**config.mk**
```make
export PLATFORM = sky130hd
export DESIGN_NAME = muldiv_hilo_unit
export DESIGN_NICKNAME = d
export VERILOG_FILES = /design/src/rtl/muldiv_pkg.sv /design/src/rtl/muldiv_sign_fix.sv /design/src/rtl/muldiv_hilo_unit.sv
export SDC_FILE = /design/constraint.sdc
export NUM_CORES = 1
export LEC_CHECK = 0
export ABC_CLOCK_PERIOD_IN_PS = 3300
export CAP_MARGIN = 30
export CORE_ASPECT_RATIO = 2
export CORE_UTILIZATION = 46
export DETAILED_ROUTE_END_ITERATION = 8
export GPL_TIMING_DRIVEN = 0
export PLACE_DENSITY = 0.66
export SLEW_MARGIN = 5
export SYNTH_ARGS = -nofsm -noshare
export SYNTH_HDL_FRONTEND = slang
export SYNTH_HIERARCHICAL = 1
export SYNTH_SLANG_ARGS = --single-unit
```
**constraint.sdc**
```tcl
create_clock -name clk -period 3.3 [get_ports clk]
set_input_delay 0.825 -clock clk [delete_from_list [all_inputs] [get_ports clk]]
set_output_delay 0.825 -clock clk [all_outputs]
set_load 0.02 [all_outputs]
```
**src/rtl/muldiv_pkg.sv**
```systemverilog
// Shared definitions for the iterative multiply/divide unit: op encoding,
// FSM state encoding and the default iteration count.
package muldiv_pkg;

  localparam int ITER_DEFAULT = 32;

  localparam logic [1:0] OP_MULT  = 2'b00;
  localparam logic [1:0] OP_MULTU = 2'b01;
  localparam logic [1:0] OP_DIV   = 2'b10;
  localparam logic [1:0] OP_DIVU  = 2'b11;

  typedef logic [1:0] state_t;

  localparam state_t S_IDLE = 2'd0;
  localparam state_t S_MUL  = 2'd1;
  localparam state_t S_DIV  = 2'd2;
  localparam state_t S_FIN  = 2'd3;

endpackage

```
**src/rtl/muldiv_sign_fix.sv**
```systemverilog
// Sign handling for the multiply/divide unit: operand magnitudes going in,
// conditional two's-complement of the 64-bit HI:LO result coming out.
module muldiv_sign_fix #(
  parameter int XLEN = 32
) (
  input  logic [XLEN-1:0]   a,
  input  logic [XLEN-1:0]   b,
  input  logic              is_signed,
  output logic [XLEN-1:0]   a_mag,
  output logic [XLEN-1:0]   b_mag,
  output logic              a_neg,
  output logic              b_neg,
  input  logic [2*XLEN-1:0] res_in,
  input  logic              is_mul,
  input  logic              neg_res,
  input  logic              neg_rem,
  output logic [2*XLEN-1:0] res_out
);

  always_comb begin
    // NOTE: every output is assigned before any branch, so no latch can be inferred.
    a_neg   = is_signed & a[XLEN-1];
    b_neg   = is_signed & b[XLEN-1];
    a_mag   = a_neg ? -a : a;
    b_mag   = b_neg ? -b : b;
    res_out = res_in;
    if (is_mul) begin
      if (neg_res) res_out = -res_in;
    end else begin
      // Remainder follows the dividend's sign; quotient follows sign(a)^sign(b).
      if (neg_rem) res_out[2*XLEN-1:XLEN] = -res_in[2*XLEN-1:XLEN];
      if (neg_res) res_out[XLEN-1:0]      = -res_in[XLEN-1:0];
    end
  end

endmodule

```
**src/rtl/muldiv_hilo_unit.sv**
```systemverilog
// Iterative MULT/MULTU/DIV/DIVU unit with architectural HI/LO registers.
// Optional macro MULDIV_EARLY_OUT_EN: multiply exits once the multiplier runs out of set bits.
module muldiv_hilo_unit
  import muldiv_pkg::*;
#(
  parameter int XLEN = 32,
  parameter int ITER = ITER_DEFAULT
) (
  input  logic            clk,
  input  logic            reset,
  input  logic            start,
  input  logic [1:0]      op,
  input  logic [XLEN-1:0] a,
  input  logic [XLEN-1:0] b,
  input  logic            mthi,
  input  logic            mtlo,
  input  logic [XLEN-1:0] wdata,
  output logic            busy,
  output logic            done,
  output logic            div_zero,
  output logic [XLEN-1:0] hi,
  output logic [XLEN-1:0] lo
);

  localparam int            CW   = $clog2(ITER);
  localparam logic [CW-1:0] LAST = CW'(ITER - 1);

  state_t            state;
  logic [1:0]        op_q;
  logic              a_neg_q, b_neg_q, dz_q;
  logic [2*XLEN-1:0] acc, mcand;
  logic [XLEN-1:0]   mplier;
  logic [CW-1:0]     cnt;

  logic              in_signed, in_div, res_mul;
  logic [XLEN-1:0]   a_mag, b_mag;
  logic              a_neg, b_neg;
  logic [2*XLEN-1:0] res;
  logic [XLEN:0]     div_shift, div_diff;
  logic              div_take;

  assign in_signed = (op == OP_MULT) || (op == OP_DIV);
  assign in_div    = (op == OP_DIV)  || (op == OP_DIVU);
  assign res_mul   = (op_q == OP_MULT) || (op_q == OP_MULTU);

  muldiv_sign_fix #(.XLEN(XLEN)) u_sign_fix (
    .a         (a),
    .b         (b),
    .is_signed (in_signed),
    .a_mag     (a_mag),
    .b_mag     (b_mag),
    .a_neg     (a_neg),
    .b_neg     (b_neg),
    .res_in    (acc),
    .is_mul    (res_mul),
    .neg_res   (a_neg_q ^ b_neg_q),
    .neg_rem   (a_neg_q),
    .res_out   (res)
  );

  // Division keeps the partial remainder in acc[63:32] and the dividend/quotient in acc[31:0].
  assign div_shift = {acc[2*XLEN-1:XLEN], acc[XLEN-1]};
  assign div_diff  = div_shift - {1'b0, mcand[XLEN-1:0]};
  assign div_take  = ~div_diff[XLEN];

  always_ff @(posedge clk) begin
    // NOTE: state registers use non-blocking assignments so every flop samples pre-edge values.
    if (reset) begin
      state    <= S_IDLE;
      busy     <= 1'b0;
      done     <= 1'b0;
      div_zero <= 1'b0;
      hi       <= '0;
      lo       <= '0;
      op_q     <= OP_MULT;
      a_neg_q  <= 1'b0;
      b_neg_q  <= 1'b0;
      dz_q     <= 1'b0;
      acc      <= '0;
      mcand    <= '0;
      mplier   <= '0;
      cnt      <= '0;
    end else begin
      done     <= 1'b0;
      div_zero <= 1'b0;
      case (state)
        S_IDLE: begin
          if (start) begin
            op_q    <= op;
            a_neg_q <= a_neg;
            b_neg_q <= b_neg;
            cnt     <= '0;
            busy    <= 1'b1;
            acc     <= in_div ? {{XLEN{1'b0}}, a_mag} : '0;
            mcand   <= {{XLEN{1'b0}}, in_div ? b_mag : a_mag};
            mplier  <= b_mag;
            dz_q    <= in_div && (b == '0);
            if (!in_div)       state <= S_MUL;
            else if (b == '0)  state <= S_FIN;
            else               state <= S_DIV;
          end else begin
            if (mthi) hi <= wdata;
            if (mtlo) lo <= wdata;
          end
        end
        S_MUL: begin
`ifdef MULDIV_EARLY_OUT_EN
          if (mplier == '0 && cnt != '0) state <= S_FIN;
          else
`endif
          begin
            acc    <= acc + (mplier[0] ? mcand : '0);
            mcand  <= mcand << 1;
            mplier <= mplier >> 1;
            cnt    <= cnt + 1'b1;
            if (cnt == LAST) state <= S_FIN;
          end
        end
        S_DIV: begin
          acc <= {div_take ? div_diff[XLEN-1:0] : div_shift[XLEN-1:0],
                  acc[XLEN-2:0], div_take};
          cnt <= cnt + 1'b1;
          if (cnt == LAST) state <= S_FIN;
        end
        S_FIN: begin
          state    <= S_IDLE;
          busy     <= 1'b0;
          done     <= 1'b1;
          div_zero <= dz_q;
          if (!dz_q) begin
            hi <= res[2*XLEN-1:XLEN];
            lo <= res[XLEN-1:0];
          end
        end
      endcase
    end
  end

endmodule
```
# Yosys cells after proc, flatten, opt, wreduce, memory -nomap -nowiden
# Index checks and enable logic that the tools add are counted.
# word_totals
wordCells	96
reg_bits	239
output_inout_bits	67
input_bits	103
# classes
n_reduce_logical	22
addsub	8
n_bitwise	5
muxes	34
n_eq_ne	13
# ops
operator	count
two-way mux 32 bit	14
two-way mux 64 bit	5
one-hot mux 32 bit (2 select lines)	3
one-hot mux 64 bit (3 select lines)	1
negation 32 bit	4
one-hot mux 64 bit (2 select lines)	1
adder 64 bit	1
negation 64 bit	1
subtractor 33 x 32 -> 33 bit	1
zero test 32 bit	1
AND reduction 2 bit	6
inequality test 2 bit (second input constant)	5
one-hot mux 5 bit (2 select lines)	1
== test 2 bit (second input constant)	4
AND reduction 4 bit	2
zero test 2 bit	3
two-way mux 2 bit	3
one-hot mux 2 bit (3 select lines)	1
nonzero test 2 bit	3
adder 5 x 1 -> 5 bit (second input constant)	1
== test 5 bit (second input constant)	1
two-way mux 5 bit	1
== test 2 x 1 -> 1 bit (second input constant)	2
OR reduction 2 bit	2
9 further kinds	15

# Longest topological paths before layout
# Gate-level depths: netlist (run 1).
# depth
word_depth	7
ltp_mapped	15
ltp_nobuf	14

# Cells and area by module
# The synthesis (run 1) kept the hierarchy.
# by_module_without_submodules
module	n_inst	seq_area_each_um2	cells_per_inst	area_per_inst_um2
muldiv_hilo_unit	1	4764.6	2211	16920.0
muldiv_sign_fix	1	0.0	480	3186.8

# Worst setup path before layout (run 1)
# OpenSTA, ideal clock, no wires.
# synth_path
path_type	register to register
start	register mplier[0]
end	register acc[60]
arrival_time_ps	3383
path_buffers	2
stages_incl_launch_ff	16
path_slack_ps	-203
synth_period_minus_slack_ps	3503
setup_time_ps	120
cell_sequence	dfxtp_1 > clkbuf_1 > clkbuf_1 > and2_1 > ha_1 > fa_1 > a211oi_1 > o21ai_1 > nand4_1 > a21oi_1 > o41ai_2 > o31ai_4 > a41o_1 > a21oi_1 > a2111oi_0 > a211o_1
# synth_between
elab_chain_cells	3
# synth_rtl
element	line	rtl
from (decl)	muldiv_hilo_unit.sv:32	logic [XLEN-1:0] mplier;
from (signal assigned)	muldiv_hilo_unit.sv:96	mplier <= b_mag;
from (signal assigned)	muldiv_hilo_unit.sv:114	mplier <= mplier >> 1;
two-way mux 64 bit	muldiv_hilo_unit.sv:112	acc <= acc + (mplier[0] ? mcand : '0);
adder 64 bit	muldiv_hilo_unit.sv:112	
one-hot mux 64 bit (3 select lines)	muldiv_hilo_unit.sv:86	case (state)
to (signal assigned)	muldiv_hilo_unit.sv:94	acc <= in_div ? {{XLEN{1'b0}}, a_mag} : '0;
to (signal assigned)	muldiv_hilo_unit.sv:112	
to (signal assigned)	muldiv_hilo_unit.sv:120	acc <= {div_take ? div_diff[XLEN-1:0] : div_shift[XLEN-1:0],
to (decl)	muldiv_hilo_unit.sv:31	logic [2*XLEN-1:0] acc, mcand;
# No other way between the ends.
# A chain may end at the register's enable or synchronous reset.

# Final worst setup path (run 1)
# layout_path
start	register mplier[0]
end	register acc[61]
# Same word-level chain as after synthesis.

==> flow_summary.ini, run 1 <==
[final_layout]
final_common_cell = nor2_1
register_area_mm2 = 0.00484
stdcell_area_mm2 = 0.0260
multiInputGateArea_mm2 = 0.0160
area_delta_synth_final_pct = 29.4
nNetsFinal = 3172
fillers = 4031
layout-drive-gt1-share_pct = 16.2
finalNonFillerCells = 3532
layout_common_cells = nor2_1, nand2_1, a21oi_1

[pwr]
power.leakage_nw = 10.2
ir_drop_v = 0.000867
power_density_mw_per_mm2 = 767

[timing]
setup_slack_ns = -0.488
worstMarginPinSlew_ns = 1.03
rsz0062_at_grt = yes
finalSetupTns_ns = -10.08
hold_violations = 0
relSlewSlack_pct = 31.2
drv_slew = 0
min_period_over_period_pct = 115
finalSetupViolations = 42
clock_skew_ns = 0.0177
fmax_mhz = 264
fin_crit_ns = 3.79

[setup_path]
slowest_delay_ns = 0.55
crit_arrival_ns = 4.23
critPathRequiredTime_ns = 3.74
cp_num_cells = 15
start_kind = flip-flop
cpMostUsedCell = a21oi_4
critPathKind = reg -> reg
ff2ff_path_depth = 15
endpoint_kind = flip-flop
reg2reg_slack_ns = -0.49
cp_cell_sequence = clkbuf_16 -> and2_4 -> ha_4 -> buf_6 -> a21oi_2 -> nand4b_1 -> a21oi_4 -> o21ai_4 -> a21oi_4 -> o31ai_2 -> buf_4 -> a2111oi_4 -> o21ai_2 -> mux2i_2 -> o211ai_1
critPathBufInv = 3
cpMaxStageDelayCell = dfxtp_4
crit_fanout = 6
cp_top_family = compound AO/OA/AOI/OAI gates

[yosys]
synth_cell_types = 92
synth_edf_count = 0
synthFlopType = dfxtp_1
synth-seq-area-share_pct = 23.7
syn-cell-area_mm2 = 0.0201
syn_avg_cell_area_um2 = 7.47
ys_ff_latch = 238
yosysTopAreaCell = dfxtp_1
synth_compound_area_share_pct = 29.4
synth-adder-area-share_pct = 6.73
synth_top_family_by_area = compound AO/OA/AOI/OAI gates
async_reset_ff_share_pct = 0
synth_top_area_share_pct = 23.7
synthesis.nets = 2901
synth_mux_area_share_pct = 4.50
synthCells = 2691
synth.area.top_cells = dfxtp_1, ha_1, a21oi_1
synth_xor_area_share_pct = 8.01
ys.warnings.count = 6
synth-simple-area-share_pct = 22.5

[clock_network]
clockBufferDepth = 3
cts_tree = built
cts_hold_buf = 0
cts_root_buf = clkbuf_16
cts.sink_count = 238
h-tree-depth = 1
clkSlewWorstSetupHoldPaths_ns = 0.07
insertion_delay_ns = 0.58
cts_inserted_buffers = 25

[routing]
drc_errors = 0
wire_per_inst_um = 29.5
drt_wl_total_mm = 104
drtAntennaViolNets = 0
via_count = 23300
dr.first_iter.drc_count = 2042
vias_per_cell = 6.61
first_pass_iters = 6

[placement]
placed_area_mm2 = 0.0225
hpwl_mm = 82.0
dpl_worst_slack_ns = -1.98
port_buffers = 167
dp_cells = 3411
gp_congestion = 1.05

[min_path]
hold_path.class = reg -> reg
hold_depth = 2

[die]
row_count = 108
dieArea_mm2 = 0.0446
start_util_pct = 46.5
die_h_um = 298
die_w_um = 150
coreArea_mm2 = 0.0432
ios = 170

[grt]
gr-usage-all-layers_pct = 45.5
grt_first_pass_wirelength_mm = 148
grt_max_degree = 15
grt_pass1_vias = 22800
grt-ovfl-total = 0
antenna_found_initial = 2

[run_status]
status = finished, violations left
violations = setup timing

[job]
maxCapViolCount = 0
## what timing repair did
item / CTS / global route
endpoints found under the setup margin: 105 / 110
resized for setup: 267 / 186
buffers inserted: 46 / 46
pin swaps: 64 / 85
gates cloned: 1 / 1
## Yosys cell counts (9+ instances only)
| cell | number |
|---|---|
| xor2_1 | 67 |
| o211ai_1 | 13 |
| mux2_2 | 10 |
| nor3_1 | 60 |
| mux2i_1 | 78 |
| o41ai_1 | 14 |
| a21o_1 | 50 |
| buf_1 | 15 |
| a211oi_1 | 123 |
| or4_1 | 11 |
| or3_1 | 19 |
| o31ai_1 | 29 |
| xnor2_1 | 117 |
| nand2_1 | 268 |
| inv_1 | 79 |
| o21bai_1 | 24 |
| a31oi_1 | 25 |
| o21a_1 | 20 |
| a22o_1 | 23 |
| and2_1 | 82 |
| a22oi_1 | 58 |
| nand2b_1 | 15 |
| a21oi_1 | 238 |
| a221oi_1 | 25 |
| or2_2 | 9 |
| nand3_1 | 41 |
| nor4_1 | 30 |
| o21ai_0 | 132 |
| dfxtp_1 | 238 |
| nor2_1 | 276 |
| ha_1 | 105 |
| nand4_1 | 29 |
| and3_1 | 17 |
| nor2b_1 | 46 |
| clkbuf_1 | 142 |
| a221o_1 | 9 |
| o21ai_1 | 9 |
## registers in the layout (all words and copies together) (netlist names)
register / count
acc: 64
mcand: 64
hi: 32
lo: 32
mplier: 32
cnt: 5
state: 2
a_neg_q: 1
b_neg_q: 1
busy: 1
div_zero: 1
done: 1
dz_q: 1
op_q: 1
## worst paths after layout
check / from / to
setup / recovery: mplier[0]$_SDFFE_PP0P_ / acc[61]$_SDFFE_PP0P_
setup reg to reg: mplier[0]$_SDFFE_PP0P_ / acc[61]$_SDFFE_PP0P_
hold reg to reg: mcand[18]$_SDFFE_PP0P_ / mcand[18]$_SDFFE_PP0P_
hold / removal: mcand[18]$_SDFFE_PP0P_ / mcand[18]$_SDFFE_PP0P_
## power breakdown
| part | leakage, nW | internal, mW | switching [mW] | total, mW |
|---|---|---|---|---|
| clock | 0.426 | 1.73 | 1.37 | 3.09 |
| sequential | 1.97 | 3.82 | 1.41 | 5.23 |
| combinational | 7.78 | 4.33 | 7.29 | 11.6 |
| total | 10.2 | 9.88 | 10.1 | 19.9 |
## logic make-up after synthesis
group,after synthesis
buffers and inverters,256
adders and majority gates,107
AOI/OAI and AO/OA,878
xor gates and xnor gates,184
and+or+nand+nor,939
DFF,238
muxes,89
## final cells by class
| class | instances | area share, % |
|---|---|---|
| plain buffers | 155 | 2.84 |
| clock inverters | 10 | 0.495 |
| well taps | 550 | 2.65 |
| repair buffers | 265 | 9.88 |
| multi-input cells | 2197 | 61.5 |
| flip-flops and latches | 238 | 18.6 |
| inverters | 80 | 1.17 |
| diodes | 1 | 0.00962 |
| clock buffers | 36 | 2.83 |
## per-layer routing
metal	track usage (%)	vias up	share of wire, %
li1	-	10400	-
met1	41.1	11100	31
met2	79.1	1261	49
met3	8.87	618	6.4
met4	50.8	2	14
met5	0	-	0.012
## through the flow
stage          total power, mW  utilization [%]  hold slack (ns)
2_1_floorplan             11.0                -            0.436
3_3_place_gp              15.0             52.1            0.445
3_5_place_dp              15.2             52.1            0.478
4_1_cts                   18.9             57.4            0.487
5_1_grt                   20.7             60.2            0.506
6_report                  19.9             60.2            0.487
## worst reg2reg max path, cell delays in order (launching register included)
cell and delay [ns]:
dfxtp_4 0.55, clkbuf_16 0.25, and2_4 0.16, ha_4 0.18
buf_6 0.11, a21oi_2 0.06, nand4b_1 0.27, a21oi_4 0.33
o21ai_4 0.11, a21oi_4 0.30, o31ai_2 0.11, buf_4 0.19
a2111oi_4 0.45, o21ai_2 0.12, mux2i_2 0.34, o211ai_1 0.14
Note: power is estimated with default switching activity, not from simulation.
==> run 2: changes to the inputs <==
--- a/config.mk
+++ b/config.mk
@@ -5,13 +5,13 @@
 export SDC_FILE = /design/constraint.sdc
 export NUM_CORES = 1
 export LEC_CHECK = 0
-export ABC_CLOCK_PERIOD_IN_PS = 3300
 export CAP_MARGIN = 30
 export CORE_ASPECT_RATIO = 2
 export CORE_UTILIZATION = 46
+export CTS_BUF_LIST = sky130_fd_sc_hd__clkbuf_8 sky130_fd_sc_hd__clkbuf_16
 export DETAILED_ROUTE_END_ITERATION = 8
 export GPL_TIMING_DRIVEN = 0
-export PLACE_DENSITY = 0.66
+export PLACE_DENSITY = 0.77
 export SLEW_MARGIN = 5
 export SYNTH_ARGS = -nofsm -noshare
 export SYNTH_HDL_FRONTEND = slang
==> flow_summary.ini, run 2 (synthesis results as in run 1) <==
[routing]
drc_errors = 0
drtAntennaViolNets = 0
vias_per_cell = 6.73
wire_per_inst_um = 28.4
drt_wl_total_mm = 100
first_pass_iters = 6
dr.first_iter.drc_count = 2095
via_count = 23700

[timing]
clock_skew_ns = 0.0213
drv_slew = 0
relSlewSlack_pct = 26.6
fin_crit_ns = 4.00
fmax_mhz = 250
rsz0062_at_grt = yes
finalSetupViolations = 48
worstMarginPinSlew_ns = 1.10
min_period_over_period_pct = 121
whs_ns = 0.470
hold_violations = 0
finalSetupTns_ns = -15.75
setup_slack_ns = -0.704

[placement]
dp_cells = 3411
dpl_worst_slack_ns = -1.82
placed_area_mm2 = 0.0225
port_buffers = 167
hpwl_mm = 77.0
gp_congestion = 1.07

[pwr]
power_mw = 19.8
ir_drop_v = 0.000435
power_density_mw_per_mm2 = 764
power.leakage_nw = 10.2

[die]
start_util_pct = 46.5
die_w_um = 150
row_count = 108
ios = 170
coreArea_mm2 = 0.0432
dieArea_mm2 = 0.0446
die_h_um = 298

[min_path]
hold_path.class = reg -> reg
hold_depth = 2

[clock_network]
h-tree-depth = 1
cts_tree = built
cts_inserted_buffers = 25
clockBufferDepth = 3
insertion_delay_ns = 0.59
cts.sink_count = 238
cts_root_buf = clkbuf_16
clkSlewWorstSetupHoldPaths_ns = 0.07
cts_hold_buf = 0

[final_layout]
final_common_cell = nor2_1
stdcell_area_mm2 = 0.0259
nNetsFinal = 3160
finalNonFillerCells = 3519
layout-drive-gt1-share_pct = 15.4
area_delta_synth_final_pct = 28.8
top_regs = acc (64), mcand (64)
layout_common_cells = nor2_1, nand2_1, dfxtp_1
fin_util_pct = 59.9

[grt]
grt_pass1_vias = 23300
grt-ovfl-total = 0
antenna_found_initial = 2
grt_first_pass_wirelength_mm = 146
grt_max_degree = 15
gr-usage-all-layers_pct = 44.1

[setup_path]
crit_arrival_ns = 4.51
cpMostUsedCell = buf_4
cpMaxStageDelayCell = a2111oi_4
crit_fanout = 5
endpoint_kind = flip-flop
critPathRequiredTime_ns = 3.80
slowest_delay_ns = 0.49
critPathKind = reg -> reg
ff2ff_path_depth = 19
start_kind = flip-flop
cp_cell_sequence = clkbuf_16 -> clkbuf_16 -> and2_4 -> ha_4 -> buf_4 -> a21oi_4 -> nand4b_1 -> a21oi_4 -> o21ai_4 -> a21oi_4 -> buf_6 -> buf_4 -> o31ai_1 -> buf_4 -> a2111oi_4 -> buf_4 -> nor3_1 -> o31a_1 -> a21oi_1

[run_status]
violations = setup timing
status = finished, violations left

[job]
maxCapViolCount = 0
-- run 2: cell count changes in the layout (fill, tap and decap cells not counted), moves of 5 or more --
| cell | delta |
|---|---|
| ha_1 | +6 |
| xor2_2 | -6 |
| buf_6 | +9 |
| inv_1 | +5 |
| o21ai_0 | -5 |
| buf_4 | -22 |
| dfxtp_1 | +12 |
| a221oi_1 | -5 |
| dfxtp_4 | -8 |
-- run 2: power breakdown --
part	internal, mW	total (mW)	switching [mW]
sequential	3.81	5.22	1.41
clock	1.79	3.17	1.38
combinational	4.24	11.4	7.15
total	9.85	19.8	9.94
-- run 2: final timing paths --
path | startpoint | to | slack [ns]
worst max-delay path | mplier[0]$_SDFFE_PP0P_ | acc[57]$_SDFFE_PP0P_ | -0.70
worst min-delay path | op_q[1]$_SDFFE_PP0P_ | op_q[1]$_SDFFE_PP0P_ | 0.47
worst max register to register | mplier[0]$_SDFFE_PP0P_ | acc[57]$_SDFFE_PP0P_ | -0.70
worst min register to register | op_q[1]$_SDFFE_PP0P_ | op_q[1]$_SDFFE_PP0P_ | 0.47
-- run 2: metal layers --
metal / vias up / share of wire (%) / global-route usage [%]
met5: - / 0.011 / 0.682
met2: 1484 / 48 / 75.1
met4: 2 / 14 / 47.7
met3: 708 / 7.8 / 9.79
met1: 11100 / 30 / 41.0
li1: 10400 / - / -
-- run 2: worst max-delay path, delay by kind of cell, from the launching register on --
family | cells | cell delay (ns)
flip-flops | 1 | 0.40
AND/OR/NAND/NOR | 3 | 0.47
adder cells (fa/ha/maj) | 1 | 0.16
buffers and inverters | 7 | 1.13
AO/OA/AOI/OAI | 8 | 1.74
-- run 2: final cells by class --
type                    count  area, um2
clock buffers              29        681
diodes                      1       2.50
flip-flops and latches    238       4810
fillers                  3952      17300
clock inverters            16        195
well taps                 550        688
inverters                  80        304
plain buffers             157        771
multi-input cells        2197      16000
repair buffers            251       2480
-- run 2: repair_timing --
action | CTS | global route
setup endpoints to repair | 78 | 106
pin swaps | 99 | 67
setup buffers | 58 | 21
endpoints found under the hold margin | 0 | 0
cloned | 2 | 1
gates resized for setup | 302 | 139
